### src/rtl/adder_word_sequencer_if.sv
// Handshake and adder-slice bundle for adder_word_sequencer.
// The slave modport is the sequencer's view; the master modport is the producer/consumer/adder side.
interface adder_word_sequencer_if #(
    parameter int WORDS = 4
) ();
    logic                  in_valid;
    logic                  in_ready;
    logic [16*WORDS-1:0]   in_a;
    logic [16*WORDS-1:0]   in_b;
    logic                  in_cin;
    logic                  out_valid;
    logic                  out_ready;
    logic [16*WORDS-1:0]   out_sum;
    logic                  out_cout;
    logic [15:0]           add_a;
    logic [15:0]           add_b;
    logic                  add_cin;
    logic [15:0]           add_sum;
    logic                  add_cout;

    modport slave (
        input  in_valid, in_a, in_b, in_cin, out_ready, add_sum, add_cout,
        output in_ready, out_valid, out_sum, out_cout, add_a, add_b, add_cin
    );

    modport master (
        output in_valid, in_a, in_b, in_cin, out_ready, add_sum, add_cout,
        input  in_ready, out_valid, out_sum, out_cout, add_a, add_b, add_cin
    );
endinterface

### src/rtl/adder_word_sequencer.sv
// Multi-cycle wide adder: streams WORDS 16-bit slices LSB first through an
// external 16-bit adder, rippling each slice carry into the next slice.
//
// state | meaning
// IDLE  | waiting for an operand pair, in_ready high
// RUN   | one slice per cycle through the adder, idx selects the slice
// DONE  | result held on out_sum/out_cout until out_ready
module adder_word_sequencer #(
    parameter int WORDS = 4,
    parameter int W     = 16
) (
    input  logic                  clk,
    input  logic                  rst_n,
    adder_word_sequencer_if.slave bus
);
    localparam int DW = W * WORDS;
    localparam int IW = (WORDS > 1) ? $clog2(WORDS) : 1;
    localparam logic [IW-1:0] IDX_LAST = IW'(WORDS - 1);

    typedef enum logic [1:0] {IDLE, RUN, DONE} state_t;

    state_t          state_q, state_d;
    logic [IW-1:0]   idx_q, idx_d;
    logic [DW-1:0]   a_q, a_d;
    logic [DW-1:0]   b_q, b_d;
    logic [DW-1:0]   sum_q, sum_d;
    logic            carry_q, carry_d;
    logic            out_valid_q, out_valid_d;
    logic [DW-1:0]   out_sum_q, out_sum_d;
    logic            out_cout_q, out_cout_d;
    logic            last;

    assign last = (idx_q == IDX_LAST);

    always_comb begin
        state_d     = state_q;
        idx_d       = idx_q;
        a_d         = a_q;
        b_d         = b_q;
        sum_d       = sum_q;
        carry_d     = carry_q;
        out_valid_d = out_valid_q;
        out_sum_d   = out_sum_q;
        out_cout_d  = out_cout_q;
        case (state_q)
            IDLE: begin
                if (bus.in_valid) begin
                    a_d     = bus.in_a;
                    b_d     = bus.in_b;
                    carry_d = bus.in_cin;
                    idx_d   = '0;
                    state_d = RUN;
                end
            end
            RUN: begin
                sum_d[idx_q*W +: W] = bus.add_sum;
                carry_d             = bus.add_cout;
                if (last) begin
                    // Result registers load only here so they hold across the next transaction.
                    out_sum_d   = sum_d;
                    out_cout_d  = bus.add_cout;
                    out_valid_d = 1'b1;
                    state_d     = DONE;
                end else begin
                    idx_d = idx_q + IW'(1);
                end
            end
            DONE: begin
                if (bus.out_ready) begin
                    out_valid_d = 1'b0;
                    state_d     = IDLE;
                end
            end
            default: begin
                state_d     = IDLE;
                out_valid_d = 1'b0;
            end
        endcase
    end

    always_ff @(posedge clk) begin
        if (!rst_n) begin
            state_q     <= IDLE;
            idx_q       <= '0;
            a_q         <= '0;
            b_q         <= '0;
            sum_q       <= '0;
            carry_q     <= 1'b0;
            out_valid_q <= 1'b0;
            out_sum_q   <= '0;
            out_cout_q  <= 1'b0;
        end else begin
            state_q     <= state_d;
            idx_q       <= idx_d;
            a_q         <= a_d;
            b_q         <= b_d;
            sum_q       <= sum_d;
            carry_q     <= carry_d;
            out_valid_q <= out_valid_d;
            out_sum_q   <= out_sum_d;
            out_cout_q  <= out_cout_d;
        end
    end

    assign bus.in_ready  = (state_q == IDLE) && rst_n;
    assign bus.out_valid = out_valid_q;
    assign bus.out_sum   = out_sum_q;
    assign bus.out_cout  = out_cout_q;

    // The adder is combinational, so the slice result is captured in the same cycle.
    assign bus.add_a   = (state_q == RUN) ? a_q[idx_q*W +: W] : '0;
    assign bus.add_b   = (state_q == RUN) ? b_q[idx_q*W +: W] : '0;
    assign bus.add_cin = (state_q == RUN) ? carry_q : 1'b0;
endmodule

### src/flat_wrapper.sv
// flat-port wrapper written by rule: the top's interface ports become plain ports
module adder_word_sequencer_flat 
#(
    parameter int WORDS = 4,
    parameter int W     = 16
)
  (clk, rst_n, bus_in_valid, bus_in_a, bus_in_b, bus_in_cin, bus_out_ready, bus_add_sum, bus_add_cout, bus_in_ready, bus_out_valid, bus_out_sum, bus_out_cout, bus_add_a, bus_add_b, bus_add_cin);
  adder_word_sequencer_if #(.WORDS(WORDS)) bus_i ();
  input  logic clk;
  input  logic rst_n;
  input wire logic [$bits(bus_i.in_valid)-1:0] bus_in_valid;
  input wire logic [$bits(bus_i.in_a)-1:0] bus_in_a;
  input wire logic [$bits(bus_i.in_b)-1:0] bus_in_b;
  input wire logic [$bits(bus_i.in_cin)-1:0] bus_in_cin;
  input wire logic [$bits(bus_i.out_ready)-1:0] bus_out_ready;
  input wire logic [$bits(bus_i.add_sum)-1:0] bus_add_sum;
  input wire logic [$bits(bus_i.add_cout)-1:0] bus_add_cout;
  output wire logic [$bits(bus_i.in_ready)-1:0] bus_in_ready;
  output wire logic [$bits(bus_i.out_valid)-1:0] bus_out_valid;
  output wire logic [$bits(bus_i.out_sum)-1:0] bus_out_sum;
  output wire logic [$bits(bus_i.out_cout)-1:0] bus_out_cout;
  output wire logic [$bits(bus_i.add_a)-1:0] bus_add_a;
  output wire logic [$bits(bus_i.add_b)-1:0] bus_add_b;
  output wire logic [$bits(bus_i.add_cin)-1:0] bus_add_cin;
  assign bus_i.in_valid = bus_in_valid;
  assign bus_i.in_a = bus_in_a;
  assign bus_i.in_b = bus_in_b;
  assign bus_i.in_cin = bus_in_cin;
  assign bus_i.out_ready = bus_out_ready;
  assign bus_i.add_sum = bus_add_sum;
  assign bus_i.add_cout = bus_add_cout;
  assign bus_in_ready = bus_i.in_ready;
  assign bus_out_valid = bus_i.out_valid;
  assign bus_out_sum = bus_i.out_sum;
  assign bus_out_cout = bus_i.out_cout;
  assign bus_add_a = bus_i.add_a;
  assign bus_add_b = bus_i.add_b;
  assign bus_add_cin = bus_i.add_cin;
  adder_word_sequencer #(.WORDS(WORDS), .W(W)) u_core (.clk(clk), .rst_n(rst_n), .bus(bus_i));
endmodule
### config.mk
export PLATFORM = sky130hd
export DESIGN_NAME = adder_word_sequencer_flat
export DESIGN_NICKNAME = d
export VERILOG_FILES = /design/src/rtl/adder_word_sequencer_if.sv /design/src/rtl/adder_word_sequencer.sv /design/src/flat_wrapper.sv
export SDC_FILE = /design/constraint.sdc
export NUM_CORES = 1
export LEC_CHECK = 0
export CAP_MARGIN = 10
export CORE_ASPECT_RATIO = 0.75
export CORE_MARGIN = 2
export CORE_UTILIZATION = 27
export CTS_CLUSTER_SIZE = 28
export DETAILED_ROUTE_END_ITERATION = 7
export GPL_ROUTABILITY_DRIVEN = 0
export MAX_ROUTING_LAYER = met4
export PLACE_DENSITY = 0.53
export SLEW_MARGIN = 40
export SYNTH_ARGS = -nofsm -noshare
export SYNTH_HDL_FRONTEND = slang
export SYNTH_SLANG_ARGS = --single-unit
### constraint.sdc
create_clock -name clk -period 3.39 [get_ports clk]
set_input_delay 0.8475 -clock clk [delete_from_list [all_inputs] [get_ports clk]]
set_output_delay 0.8475 -clock clk [all_outputs]
set_load 0.01 [all_outputs]
==> results summary <==
The flow ran to the end, and the final reports show no timing, DRC or antenna violations. The power density normalized to cell area is 486.5 nW/um^2. The die is 240.3 um wide. The time the worst path needs with I/O delays and setup is 3.197 ns. The overall routing resource usage is 16.79%. The pre-CTS worst setup slack came out at 0.4448 ns. The slew of the pin with the lowest slew margin is 0.6833 ns. For the final database, setup skew stands at 0.008329 ns. The post-placement cell count is 1986.

The layout has 4163 filler cells. The final setup slack of the worst path came out at 0.1927 ns. The cell area after synthesis is 11300 sq um. The family of cells with the greatest summed delay on the critical path is buffers and inverters.

By area the synthesized netlist is led by sky130_fd_sc_hd__dfxtp_1, sky130_fd_sc_hd__nand2_1, sky130_fd_sc_hd__mux4_2. The count of nets left with antenna violations after detail routing is 0. The average via count per standard cell came out at 4.767. The final layout net count came out at 1615. During synthesis, Yosys emitted a total of 0 warnings. The highest fanout seen on the critical path came out at 16. The startpoint identified for the worst register-to-register timing path is u_core.idx_q[0]. The starting utilization of the core area came out at 27.57%. Yosys mapped the design onto 36 distinct sky130hd cell types. The synthesized netlist cell count came out at 1271.

After synthesis, the mean cell area works out to 8.893 sq um. The HPWL after detailed placement is 24.45 mm. On the worst path, the slowest cell contributes a delay of 0.51 ns. For this block, the routed nets add up to 36.33 mm of wire. The number of cells on the worst hold path is 2. The min-delay analysis places its worst path in the category reg2reg. The max-slew violation count is 0.

The first-iteration detailed-routing DRC count is 643. The top-level I/O count came out at 250. STA classifies the critical path endpoint as an output pin. The first TritonRoute pass finished after 5 iterations. Setup repair after global routing left no endpoint under its margin. The via count of the first global-routing pass is 9545. The number of CTS-inserted buffers is 29. The floorplan die height came out at 181.2 um.

STA classifies the critical path startpoint as a flop. Summed over all cells, the static leakage comes to 0.005255 uW. The total negative slack for setup checks is 0 ns. Dividing the detail-routed wire length by the instance count gives 17.79 um. Setup violations remaining at the end of the flow were counted as 0. The number of enable-type register cells in the synthesized netlist is 0. The required time of the critical path is 2.54 ns. For this run, design rule violations remaining after detail routing come to 0.

The site row count is 64. The quantity of hold-fixing buffers added after cts is 0. The upper clock frequency limit is 312.8 MHz. Traced cell by cell, the critical path runs through buf_12 -> mux4_2 -> and2_1 -> clkdlybuf4s50_1.

In the synthesized netlist the async set-or-reset flop fraction comes to 0%. The cell taking the most area after synthesis is sky130_fd_sc_hd__dfxtp_1. The count of port buffers added during placement came out at 249. The final design utilization is 37.30%. The worst IR drop on VDD came out at 336.2 uV. The clock reaches the later pin of the worst-skew pair after 0.55 ns. The non-filler instance count after layout is 2042. After clock tree synthesis, the clock-pin slew on the worst setup and hold paths is 0.06 ns. The synthesized design contains 263 register bits. The worst setup path category is reg2out. The setup check on the worst reg-to-reg path leaves a slack of 0.57 ns.

Counting every sink on the clock net gives 263. The fraction of layout cells with a size suffix above 1 came out at 7.973%. The sequential area share after synthesis is 46.58%. The endpoint of the worst register-to-register path is u_core.sum_q[21]. The critical-path cell with the highest stage delay is sky130_fd_sc_hd__mux4_2.

For this block, the via count after detailed routing is 9734. The wire length of the first global-routing pass is 56.13 mm. The worst hold margin is 0.4492 ns. After synthesis, the largest area contributor takes up 46.58% of total cell area. The headroom to the max-slew limit came out at 54.44%.

The number of H-tree levels is 1. The max-cap check violation count came out at 0. The count of endpoints failing hold in the final timing report was 0. The number of cell instances on the worst register-to-register path is 8. The overflow left after global routing came out at 0. For this run, the leading register cell type out of synthesis is sky130_fd_sc_hd__dfxtp_1.

The number of buffers on the longest clock path came out at 3. The part of the cycle the worst path needs is 94.31%. The capture endpoint of the worst hold path is u_core.a_q[44]. The total buffers and inverters traversed by the critical path is 2. The largest net degree at the start of global routing is 143.

Synthesis produced a netlist with a net count of 1427. TritonCTS built the clock tree. From synthesis to final layout, the design area changed by 35.28%.

In this run the most critical hold path is launched from u_core.a_q[44]. Clock tree synthesis selected as its root buffer the cell sky130_fd_sc_hd__clkbuf_16. The initial antenna violation count was 1.

The total die area came out at 43530 sq um. The worst path arrival time came out at 2.35 ns. The core region is 41000 sq um.
[how the worst max path moves through the flow]
| stage | startpoint | endpoint | slack [ns] | depth (start not counted) |
|---|---|---|---|---|
| after detailed placement | u_core.idx_q[0] | u_core.sum_q[57] | 0.44 | 6 |
| after global placement | u_core.idx_q[0] | bus_add_b[4] | 0.44 | 4 |
| final | u_core.idx_q[0] | bus_add_b[4] | 0.19 | 4 |
| after global routing | u_core.state_q[0] | bus_add_a[8] | 0.08 | 5 |
| after floorplan | rst_n | bus_in_ready | 0.94 | 3 |
| after CTS | u_core.idx_q[1] | bus_add_a[6] | 0.01 | 4 |
[layout make-up]
cell class                      count  area, sq um  area share, %
Clock inverter                      6        107.6         0.7037
Sequential cell                   263         5273          34.48
Antenna cell                        1        2.502        0.01637
Timing Repair Buffer              281         2883          18.85
Multi-Input combinational cell    880         5429          35.50
Tap cell                          561        701.9          4.590
Clock buffer                       46        879.6          5.752
Inverter                            4        15.01        0.09819
[cells in the final DEF (no fill, tap or decap), drive strengths merged, types with 5 or more instances in the layout]
master | netlist | final
a32oi | 30 | 30
and2 | 35 | 35
mux4 | 32 | 32
mux2i | 5 | 5
dfxtp | 263 | 263
buf | 61 | 33
a21boi | 128 | 128
clkbuf | 63 | 46
nor2b | 41 | 41
nand2 | 322 | 322
o22ai | 46 | 46
o21ai | 68 | 68
a21oi | 50 | 50
ha | 6 | 6
a31oi | 32 | 32
clkdlybuf4s50 | 0 | 248
nand4 | 35 | 35
nand2b | 32 | 32
[tightest hold or removal path, cell delays in order, from the launching register on]
cell and delay, ns:
sky130_fd_sc_hd__dfxtp_1 0.30, sky130_fd_sc_hd__nand2_1 0.05, sky130_fd_sc_hd__a21boi_1 0.05
[synthesized netlist by cell type (35+ instances only)]
master,number
sky130_fd_sc_hd__nor2b_1,41
sky130_fd_sc_hd__o22ai_1,46
sky130_fd_sc_hd__dfxtp_1,263
sky130_fd_sc_hd__clkbuf_1,62
sky130_fd_sc_hd__a21boi_1,64
sky130_fd_sc_hd__buf_2,43
sky130_fd_sc_hd__o21ai_0,67
sky130_fd_sc_hd__nand4_1,35
sky130_fd_sc_hd__and2_1,35
sky130_fd_sc_hd__a21boi_0,64
sky130_fd_sc_hd__a21oi_1,50
sky130_fd_sc_hd__nand2_1,322
[logic make-up (layout without fill, tap and decap cells)]
kind of cell	Yosys count	after routing	synth area share [%]
muxes	37	37	6.819
adders and majority gates	6	6	0.6641
AOI/OAI and AO/OA	355	355	20.44
other	0	1	0
buffers and inverters	128	337	5.701
and+or+nand+nor	482	482	19.79
DFF	263	263	46.58
[report_power, final]
group | total, uW | switching [uW] | internal, uW
combinational | 889 | 455 | 434
sequential | 3260 | 59.2 | 3200
clock | 3290 | 1300 | 1990
total | 7440 | 1810 | 5630
[metrics by stage]
stage,power (uW),cell area (sq um)
detailed placement,4212,14250
floorplan,3805,11300
global route,7772,15290
finish,7439,15290
global placement,4200,14220
CTS,7541,15270
[what timing repair did]
item / CTS / global route
buffers inserted: 2 / 0
setup endpoints to repair: 16 / 9
resized for setup: 0 / 1
[sequential cells by signal, summed over array words and instances, names as in the netlist]
register,cells
u_core.sum_q,64
u_core.carry_q,1
u_core.bus.out_cout,1
u_core.b_q,64
u_core.bus.out_valid,1
u_core.a_q,64
u_core.bus.out_sum,64
u_core.idx_q,2
u_core.state_q,2
[layer usage]
layer,vias up,wire length (um),global-route usage [%]
li1,4806,-,-
met1,4604,17470,23.44
met2,264,15270,23.80
met3,60,2718,4.614
met4,0,875,4.075
met5,-,0,-
Note: power is estimated with default switching activity, not from simulation.
